==> src/rtl/w0_update_sched_pkg.sv <==
// Shared types and constants for the W0 update scheduler.
// State encoding, level codes and default sizes live here.
package w0_update_sched_pkg;

    typedef enum logic [1:0] {
        ST_IDLE   = 2'd0,
        ST_SWEEP  = 2'd1,
        ST_DRAIN  = 2'd2,
        ST_COMMIT = 2'd3
    } state_t;

    localparam logic [1:0] LVL_M3 = 2'b00;
    localparam logic [1:0] LVL_P3 = 2'b01;
    localparam logic [1:0] LVL_M1 = 2'b10;
    localparam logic [1:0] LVL_P1 = 2'b11;

    localparam int W0_N_DEF    = 512;
    localparam int W_N_DEF     = 16;
    localparam int COEFF_W_DEF = 16;

endpackage

==> src/rtl/w0_update_sched_level_quant.sv <==
// Combinational coefficient-to-level quantiser.
// Scales by an arithmetic right shift, then picks one of four levels.
module w0_level_quant
    import w0_update_sched_pkg::*;
#(
    parameter int COEFF_W = COEFF_W_DEF,
    parameter int Q_SHIFT = 5
) (
    input  logic signed [COEFF_W-1:0] i_coeff,
    output logic        [1:0]         o_code
);

    localparam logic signed [COEFF_W-1:0] C_M2 = COEFF_W'(-2);
    localparam logic signed [COEFF_W-1:0] C_P2 = COEFF_W'(2);

    logic signed [COEFF_W-1:0] w_t;

    assign w_t = i_coeff >>> Q_SHIFT;

    // Map the scaled value onto the four-level alphabet
    always_comb begin
        o_code = LVL_P1;
        if (w_t <= C_M2)
            o_code = LVL_M3;
        else if (w_t[COEFF_W-1])
            o_code = LVL_M1;
        else if (w_t < C_P2)
            o_code = LVL_P1;
        else
            o_code = LVL_P3;
    end

endmodule

==> src/rtl/w0_update_sched.sv <==
// Rewrites the full W0 LUT from the adaptive taps, one entry per cycle.
// Optional W0_UPDATE_SCHED_COALESCE_CNT_EN enables the coalesce counter.
module w0_update_sched
    import w0_update_sched_pkg::*;
#(
    parameter int W0_N       = W0_N_DEF,
    parameter int W_N        = W_N_DEF,
    parameter int COEFF_W    = COEFF_W_DEF,
    parameter int Q_SHIFT    = 5,
    parameter int IDX_OFFSET = 17
) (
    input  logic                       clock,
    input  logic                       reset,
    input  logic                       enable_in,
    input  logic                       lms_valid_in,
    output logic [$clog2(W_N)-1:0]     src_idx_out,
    input  logic signed [COEFF_W-1:0]  src_coeff_in,
    output logic                       upd_valid_out,
    output logic [$clog2(W0_N)-1:0]    upd_idx_out,
    output logic [1:0]                 upd_code_out,
    output logic                       commit_out,
    output logic                       busy_out,
    output logic [15:0]                coalesce_cnt_out
);

    localparam int D_W = $clog2(W0_N);
    localparam int S_W = $clog2(W_N);
    localparam int SH  = $clog2(W0_N / W_N);

    state_t                    r_state;
    logic                      r_pending;
    logic [D_W-1:0]            r_d;
    logic                      r_upd_valid;
    logic [D_W-1:0]            r_upd_idx;
    logic signed [COEFF_W-1:0] r_coeff;

    logic                      w_start;
    logic [D_W-1:0]            w_sum;
    logic [S_W-1:0]            w_src;
    logic [1:0]                w_code;

    assign w_start = (r_state == ST_IDLE) && enable_in &&
                     (lms_valid_in || r_pending);
    assign w_sum   = r_d + D_W'(IDX_OFFSET);
    assign w_src   = S_W'(w_sum >> SH);

    assign src_idx_out   = (r_state == ST_SWEEP) ? w_src : '0;
    assign upd_valid_out = r_upd_valid;
    assign upd_idx_out   = r_upd_idx;
    assign upd_code_out  = r_upd_valid ? w_code : LVL_P1;
    assign commit_out    = (r_state == ST_COMMIT);
    assign busy_out      = (r_state != ST_IDLE);

    w0_level_quant #(
        .COEFF_W (COEFF_W),
        .Q_SHIFT (Q_SHIFT)
    ) u_quant (
        .i_coeff (r_coeff),
        .o_code  (w_code)
    );

    // Sequencer: idle -> sweep all entries -> drain last update -> commit
    always_ff @(posedge clock) begin
        if (reset) begin
            r_state   <= ST_IDLE;
            r_d       <= '0;
            r_pending <= 1'b0;
        end else begin
            unique case (r_state)
                ST_IDLE: begin
                    if (w_start) begin
                        r_state <= ST_SWEEP;
                        r_d     <= '0;
                    end
                end
                ST_SWEEP: begin
                    r_d <= r_d + D_W'(1);
                    if (r_d == D_W'(W0_N - 1))
                        r_state <= ST_DRAIN;
                end
                ST_DRAIN:  r_state <= ST_COMMIT;
                ST_COMMIT: r_state <= ST_IDLE;
                default:   r_state <= ST_IDLE;
            endcase
            if (w_start)
                r_pending <= 1'b0;
            else if (lms_valid_in)
                r_pending <= 1'b1;
        end
    end

    // One-cycle pipeline: capture tap coefficient, emit update next cycle
    always_ff @(posedge clock) begin
        if (reset) begin
            r_upd_valid <= 1'b0;
            r_upd_idx   <= '0;
            r_coeff     <= '0;
        end else begin
            r_upd_valid <= (r_state == ST_SWEEP);
            if (r_state == ST_SWEEP) begin
                r_upd_idx <= r_d;
                r_coeff   <= src_coeff_in;
            end
        end
    end

`ifdef W0_UPDATE_SCHED_COALESCE_CNT_EN
    logic [15:0] r_coal;

    // Count requests folded into an already-pending sweep
    always_ff @(posedge clock) begin
        if (reset)
            r_coal <= '0;
        else if (lms_valid_in && r_pending && (r_coal != 16'hFFFF))
            r_coal <= r_coal + 16'd1;
    end

    assign coalesce_cnt_out = r_coal;
`else
    assign coalesce_cnt_out = '0;
`endif

endmodule

==> config.mk <==
export PLATFORM = sky130hd
export DESIGN_NAME = w0_update_sched
export DESIGN_NICKNAME = d
export VERILOG_FILES = /design/src/rtl/w0_update_sched_pkg.sv /design/src/rtl/w0_update_sched_level_quant.sv /design/src/rtl/w0_update_sched.sv
export SDC_FILE = /design/constraint.sdc
export NUM_CORES = 1
export LEC_CHECK = 0
export ABC_CLOCK_PERIOD_IN_PS = 1550
export CORE_UTILIZATION = 31
export CTS_CLUSTER_DIAMETER = 150
export DETAILED_ROUTE_END_ITERATION = 8
export GPL_TIMING_DRIVEN = 0
export SLEW_MARGIN = 40
export SYNTH_ARGS = -nofsm -noshare
export SYNTH_HDL_FRONTEND = slang
export SYNTH_HIERARCHICAL = 1
export SYNTH_SLANG_ARGS = --single-unit
==> constraint.sdc <==
create_clock -name clock -period 1.55 [get_ports clock]
set_input_delay 0.31 -clock clock [delete_from_list [all_inputs] [get_ports clock]]
set_output_delay 0.31 -clock clock [all_outputs]
set_load 0.05 [all_outputs]
==> run metrics, run 1 <==
drt pass-1 iters 4; Mapped Area around 1600 um^2; drt total wl 3640 um; Mapped Avg Cell Area 9.10 um^2; part of the power in registers 0.316; worst r2r path cells 8; reg2reg end r_d[6]; root buf cell clkbuf_8; Pleak 1.06 nW; Min-Delay Endpoint r_state[0]; flop-to-flop setup slack -0.17 ns; global-route wire length before repair roughly 5600 um; Worst Setup End Kind output port; Final ANT Viol Nets 0; Starting Density 0.323; yosys synthesis warning count 6; Layout fillers 477; Clk pin slew, worst setup/hold paths 0.06 ns; number of max-cap violations 0; CTS Hold Bufs 0; IO Pins 54; Final Core Density 0.509; die height 74.9 um; largest net degree at the start of global routing 11; CTS buffer count 5; DRC violations left 0; Worst EP required 1.24 ns; ANT cells 0; H-Tree Depth 2; minimum clock period around 1.9 ns; Chip Width 74.9 um; fin crit share 1.24; wire per inst about 11 um; unrepaired setup endpoints after global routing true; Power Internal 0.00218 W; failing checks setup timing; clock skew 0.00646 ns; IO Port Bufs 31; GRT Total Usage 0.134; worst hold start reset; worst skew pair latency 0.28 ns; # setup viols final 15; R2R Path Start r_state[1]; GPL Wtd Cong 0.752; Longest Clk Path Bufs 2; CTS sink cnt 33; DR iter-0 viols 66; Hold WC Path Type primary input to register; Fin Hold WS ~0.38 ns; Mapped Cells 181; Net Sw Frac 0.375; placed cell areas 2160 um^2; status finished, violations left; Net Sw Power 0.00131 W; power share of the combinational group 0.501; # rows 26; final setup margin -0.369 ns; nets about 280; Total Die Area 5610 um^2; Setup Crit Path Kind register to output port; Finished Cell Area 2600 um^2; DP Wirelength 2400 um; Clk network pwr share 0.183; Hold Vio Cnt, Final 0; max-slew violations 0; core area 5110 um^2; CTS tree built; antenna violations before repair 0; Worst Hold Depth 2; worst vdd ir around 1.3 mV; DR vias/cell 4.41; CP Launch Type register; Critical Path AT about 1.6 ns; synthesis-to-layout area growth 57.7%; share of cells above drive strength 1 0.420; worst-path fanout max 6; CP Launch Point r_d[2]; Peak Freq 521 MHz; vias 1410; cell area power density 1340 nW/um^2; vias in the first global route 1261; grt ovf 0
==> state kept, by name, summed over array words and instances, names as in the netlist <==
| signal | count |
|---|---|
| r_pending | 1 |
| r_d | 9 |
| upd_valid_out | 1 |
| r_coeff | 11 |
| r_state | 2 |
| upd_idx_out | 9 |
==> final cells by class <==
| cell class | count | area, um^2 | area share |
|---|---|---|---|
| well taps | 70 | 87.6 | 0.0337 |
| inverters | 5 | 25.0 | 0.00963 |
| plain buffers | 25 | 176 | 0.0679 |
| multi-input cells | 133 | 1080 | 0.416 |
| clock buffers | 7 | 86.3 | 0.0332 |
| repair buffers | 47 | 444 | 0.171 |
| flip-flops and latches | 33 | 697 | 0.268 |
==> metal layers <==
metal / global-route usage / share of wire / up-vias
li1: - / - / 725
met2: 0.217 / 0.46 / 37
met5: 0 / 0 / -
met3: 0.0361 / 0.042 / 8
met1: 0.166 / 0.47 / 640
met4: 0.0629 / 0.020 / 0
==> power by group through the flow <==
stage / Sequential [W] / Combinational (W) / Clock, W
2_1_floorplan: 0.00107 / 0.00104 / 0
4_1_cts: 0.00108 / 0.00159 / 0.000654
3_3_place_gp: 0.00107 / 0.00131 / 0
5_1_grt: 0.00112 / 0.00186 / 0.000689
6_report: 0.00110 / 0.00175 / 0.000639
3_5_place_dp: 0.00107 / 0.00131 / 0
==> critical path, stage by stage (launching register included) <==
cell and delay [ns]:
dfxtp_4 0.39, and4_4 0.26, nor2_4 0.04, or3_4 0.33
a21oi_4 0.13, buf_6 0.17
==> cells in the final DEF (no fill, tap or decap), drive strengths merged, types with 3 or more instances in the layout <==
master and instances:
buf 42, dfxtp 33, nand4 3, or3 3, xor2 7, nand2 5
nor2 37, o21ai 6, inv 4, clkbuf 14, mux2i 21, a21oi 4
conb 16, dlygate4sd2 9, ha 7, clkdlybuf4s50 13
==> timing repair <==
item | 4_1_cts | 5_1_grt
endpoints found under the setup margin | 29 | 18
pin swaps | 14 | 17
buffers inserted | 12 | 5
gates resized for setup | 98 | 37
==> metrics by stage <==
stage	setup slack [ns]	setup TNS [ns]	instances	total power, W
6_report	-0.369	-2.04	320	0.00349
5_1_grt	-0.417	-3.07	320	0.00367
4_1_cts	-0.405	-1.65	316	0.00333
3_5_place_dp	-0.816	-5.10	297	0.00239
3_3_place_gp	-0.817	-4.91	297	0.00238
2_1_floorplan	-0.122	-0.312	196	0.00211
==> how the worst max path moves through the flow <==
stage	endpoint	slack [ns]	cells past startpoint
floorplan	src_idx_out[2]	-0.12	4
global placement	src_idx_out[2]	-0.82	5
detailed placement	src_idx_out[2]	-0.82	5
CTS	src_idx_out[3]	-0.40	6
global route	src_idx_out[2]	-0.42	5
finish	src_idx_out[2]	-0.37	5
No activity file was read; power rests on OpenSTA's default activity.
==> run 2, diff against run 1 <==
- CORE_MARGIN: unset -> 2
==> run 2 against run 1 <==
Global-route usage fell by 0.47 points. The run still ends with setup timing left. Cell count did not move. Sequential power barely moved.
==> run metrics, run 2 (synthesis results as in run 1) <==
status finished, violations left; failing checks setup timing; CTS tree built; largest net degree at the start of global routing 11 (unchanged); DR iter-0 viols 39 (-41%); IO Port Bufs 31 (unchanged); vias 1429 (+1.3%); Chip Width 76.9 um (+2.7%); CTS buffer count 5 (unchanged); worst-path fanout max 5 (-1); Peak Freq 517 MHz (-0.69%); die height 76.9 um (+2.7%); DP Worst Slack -0.821 ns (-0.00499 ns); Worst Setup End Kind output port; Critical Path AT 1.62 ns (about the same); Fin Hold WS 0.364 ns (-0.0164 ns); Setup Crit Path Kind register to output port; antenna violations before repair 0 (unchanged); DRC violations left 0 (unchanged); most frequent cells in the layout nor2_1, buf_4, mux2i_1; vias in the first global route 1346 (+6.7%); wire per inst 11.9 um (+4.3%); CTS sink cnt 33 (unchanged); Pleak 1.07 nW (+0.93%); drt total wl 3790 um (+4.3%); Hold Vio Cnt, Final 0 (unchanged); # rows 26 (unchanged); Biggest register r_coeff; Final Core Density 0.513 (+0.00441); Total Die Area 5920 um^2 (+5.4%); Hold WC Path Type primary input to register; Worst EP required 1.24 ns (about the same); worst vdd ir 0.933 mV (-26%); # setup viols final 11 (-4); IO Pins 54 (unchanged); Clk pin slew, worst setup/hold paths 0.07 ns (about the same); Finished Cell Area 2620 um^2 (+0.87%); worst hold start reset; worst skew pair latency 0.29 ns (about the same); minimum clock period 1.93 ns (+0.0134 ns); core area 5110 um^2 (unchanged); final setup margin -0.382 ns (-0.0134 ns); H-Tree Depth 2 (unchanged); Longest Clk Path Bufs 2 (unchanged); DP Wirelength 2500 um (+4.1%); Final ANT Viol Nets 0 (unchanged); cell area power density 1390 nW/um^2 (+3.6%); drt pass-1 iters 4 (unchanged); number of max-cap violations 0 (unchanged); grt ovf 0 (unchanged); placed cell areas 2160 um^2 (unchanged); ANT cells 0 (unchanged); clock skew 0.00862 ns (+0.00215 ns); max-slew violations 0 (unchanged); synthesis-to-layout area growth 59.1%; fin crit share 1.25 (+0.00864); CP Launch Type register; CP Launch Point r_d[2]; GPL Wtd Cong 0.778 (+3.5%); root buf cell clkbuf_8; most common cell after layout, fill and taps aside nor2_1; Starting Density 0.323 (unchanged); Power, Total 0.00365 W (+4.5%); share of cells above drive strength 1 0.408 (-0.0120); unrepaired setup endpoints after global routing true; DR vias/cell 4.47 (+1.3%); global-route wire length before repair 6140 um (+9.6%); GRT Total Usage 0.129 (-0.00468); max FFs per register 11 (unchanged); R2R Path Start r_state[1]; nets 276 (-0.36%)
## run 2: changes by cell type in the layout (fill, tap and decap cells not counted), sizes merged
cell    previous run  this run
buf               42        41
bufinv             0         1
## run 2: timing repair
action	in CTS	in global routing
endpoints found under the setup margin	26	22
hold buffers	0	0
gates cloned	0	0
resized for setup	100	29
pin swaps	18	14
buffers inserted	11	4
## run 2: report_power, final
group	internal [W]	total, W	switching, W	leakage [nW]
Combinational	0.000827	0.00171	0.000885	0.734
Sequential	0.000980	0.00111	0.000129	0.276
Clock	0.000524	0.000831	0.000307	0.0585
## run 2: path summary, 6_finish.rpt
| kind | endpoint | slack [ns] | depth (start not counted) |
|---|---|---|---|
| max | src_idx_out[2] | -0.38 | 5 |
| min | r_state[0] | 0.36 | 2 |
| max reg2reg | r_d[6] | -0.14 | 7 |
| min reg2reg | upd_idx_out[5] | 0.49 | 2 |
## run 2: area by class of cell
class	instances	area (um^2)
Buffer	25	174
Clock buffer	7	86.3
Clock inverter	1	30.0
Fill cell	470	2490
Inverter	5	25.0
Multi-Input combinational cell	133	1080
Sequential cell	33	694
Tap cell	70	87.6
Timing Repair Buffer	46	440
## run 2: worst max-delay path: stages (launching register included)
cell	delay, ns
dfxtp_4	0.38
and4_4	0.27
nor2_4	0.05
or3_4	0.34
a21oi_4	0.13
buf_6	0.17
## run 2: metal layers
metal / GRT usage / up-vias / part of all wire / wire length (um)
li1: - / 724 / - / -
met1: 0.152 / 668 / 0.43 / 1640
met2: 0.219 / 32 / 0.50 / 1910
met3: 0.0388 / 5 / 0.050 / 189
met4: 0.0509 / 0 / 0.014 / 53
met5: 0 / - / 0 / 0
## run 2: stage by stage
step	std cells	TNS, ns
floorplan	196	-0.312
global placement	297	-4.92
detailed placement	297	-5.03
CTS	316	-1.69
global route	320	-2.83
finish	320	-1.89
==> run 3, diff against run 2 <==
- CORE_UTILIZATION: 31 -> 42
- PLACE_DENSITY: unset -> 0.75
==> run 3 against run 2 <==
Hold slack gained 0.018 ns. Fmax grew 0.34%. Critical path type unchanged. Clock power is essentially flat. Via count grew 3.0%. The run still ends with setup timing left.
==> run metrics, run 3 (synthesis results as in run 1) <==
Worst EP required 1.24 ns (about the same); CP Launch Type register; Longest Clk Path Bufs 2 (unchanged); status finished, violations left; Final ANT Viol Nets 0 (unchanged); Worst path depth 6 (+1); GRT Total Usage 0.181 (+0.0521); Worst Setup End Kind output port; DRC violations left 0 (unchanged); GPL Wtd Cong 0.761 (-2.1%); drt pass-1 iters 4 (unchanged); IO Pins 54 (unchanged); CTS tree built; vias 1472 (+3.0%); worst-path fanout max 3 (-2); vias in the first global route 1311 (-2.6%); R2R Path Start r_state[1]; DP Worst Slack -0.798 ns (+0.0231 ns); unrepaired setup endpoints after global routing true; DR iter-0 viols 74 (+90%); CP max-delay cell dfxtp_4; Hold WC Path Type primary input to register; # setup viols final 14 (+3); max-slew violations 0 (unchanged); max FFs per register 11 (unchanged); Setup Crit Path Kind register to output port; Critical Path AT 1.62 ns (about the same); Biggest register r_coeff; Clk pin slew, worst setup/hold paths 0.07 ns (about the same); DR vias/cell 4.87 (+9.1%); largest net degree at the start of global routing 11 (unchanged); Buf/Inv on CP 1 (unchanged); most frequent cells in the layout nor2_1, buf_4, mux2i_1; ANT cells 0 (unchanged); Total Die Area 4440 um^2 (-25%); DP Cell Count 275 (-7.4%); antenna violations before repair 0 (unchanged); clock skew 0.00446 ns (-0.00416 ns); flop-to-flop setup slack -0.23 ns (-0.09 ns); failing checks setup timing; reg2reg end r_d[0]; CTS sink cnt 33 (unchanged); wire per inst 14.2 um (+19%); crit-path cells ha_4 > and3_4 > o21ai_1 > xor2_1 > nor2_4 > buf_6; CTS buffer count 5 (unchanged); nets 280 (+1.4%); CP delay by family, top flip-flops; Chip Width 66.6 um (-13%); number of max-cap violations 0 (unchanged); crit path to src_idx_out[1]; die height 66.6 um (-13%); core area 3720 um^2 (-27%); IO Port Bufs 31 (unchanged); grt ovf 0 (unchanged); Fin Hold WS 0.382 ns (+0.0184 ns); drt total wl 4280 um (+13%); share of cells above drive strength 1 0.413 (+0.00539); cell area power density 1460 nW/um^2 (+4.5%); Peak Freq 519 MHz (+0.34%); Hold Vio Cnt, Final 0 (unchanged); worst vdd ir 1.16 mV (+24%); root buf cell clkbuf_8; Starting Density 0.443 (+0.121); CP Launch Point r_d[0]; synthesis-to-layout area growth 60.5%; global-route wire length before repair 5940 um (-3.3%); most common cell after layout, fill and taps aside nor2_1; DP Wirelength 2340 um (-6.6%); fin crit share 1.24 (-0.00418); Finished Layout Cells 302 (-5.6%); # rows 22 (-15%); minimum clock period 1.93 ns (-0.00648 ns); Pleak 1.09 nW (+2.2%); final setup margin -0.376 ns (+0.00648 ns); worst skew pair latency 0.29 ns (about the same); worst r2r path cells 8 (+1); critical path's largest stage delay 0.37 ns (about the same); H-Tree Depth 2 (unchanged)
-- run 3: through the flow --
step | cell area [um^2] | total power (W) | util | setup TNS, ns
after global placement | 2130 | 0.00236 | 0.573 | -4.73
after detailed placement | 2130 | 0.00237 | 0.573 | -4.98
after global routing | 2650 | 0.00403 | 0.712 | -3.07
after CTS | 2470 | 0.00353 | 0.665 | -1.58
final | 2650 | 0.00385 | 0.712 | -2.26
after floorplan | 1760 | 0.00211 | - | -0.312
-- run 3: timing repair --
action | CTS | global route
setup endpoints to repair | 27 | 20
hold buffers | 0 | 0
resized for setup | 104 | 33
buffers inserted | 13 | 9
pin swaps | 14 | 12
-- run 3: worst min path at each step --
stage              startpoint              to  slack, ns  cells after the start
6_report                reset      r_state[0]       0.38                      2
5_1_grt                 reset      r_state[0]       0.41                      2
4_1_cts                 reset      r_state[0]       0.34                      2
3_5_place_dp   upd_idx_out[0]  upd_idx_out[0]       0.48                      2
3_3_place_gp   upd_idx_out[7]  upd_idx_out[7]       0.48                      2
2_1_floorplan       enable_in       r_pending       0.41                      1
-- run 3: final cells by class --
cell class	instances	area (um^2)
multi-input cells	133	1090
fillers	283	1070
flip-flops and latches	33	693
repair buffers	50	478
plain buffers	25	181
clock buffers	7	86.3
well taps	48	60.1
clock inverters	1	30.0
inverters	5	27.5
-- run 3: power breakdown --
group          leakage (nW)  switching, W  internal, W
Combinational         0.758      0.000981     0.000938
Clock                0.0585      0.000308     0.000524
Sequential            0.276      0.000120     0.000979
Total                  1.09       0.00141      0.00244
-- run 3: routing by layer --
layer / GRT usage / share of wire
met5: 0 / 0
met3: 0.0473 / 0.056
met2: 0.288 / 0.52
met4: 0.0918 / 0.015
met1: 0.226 / 0.41
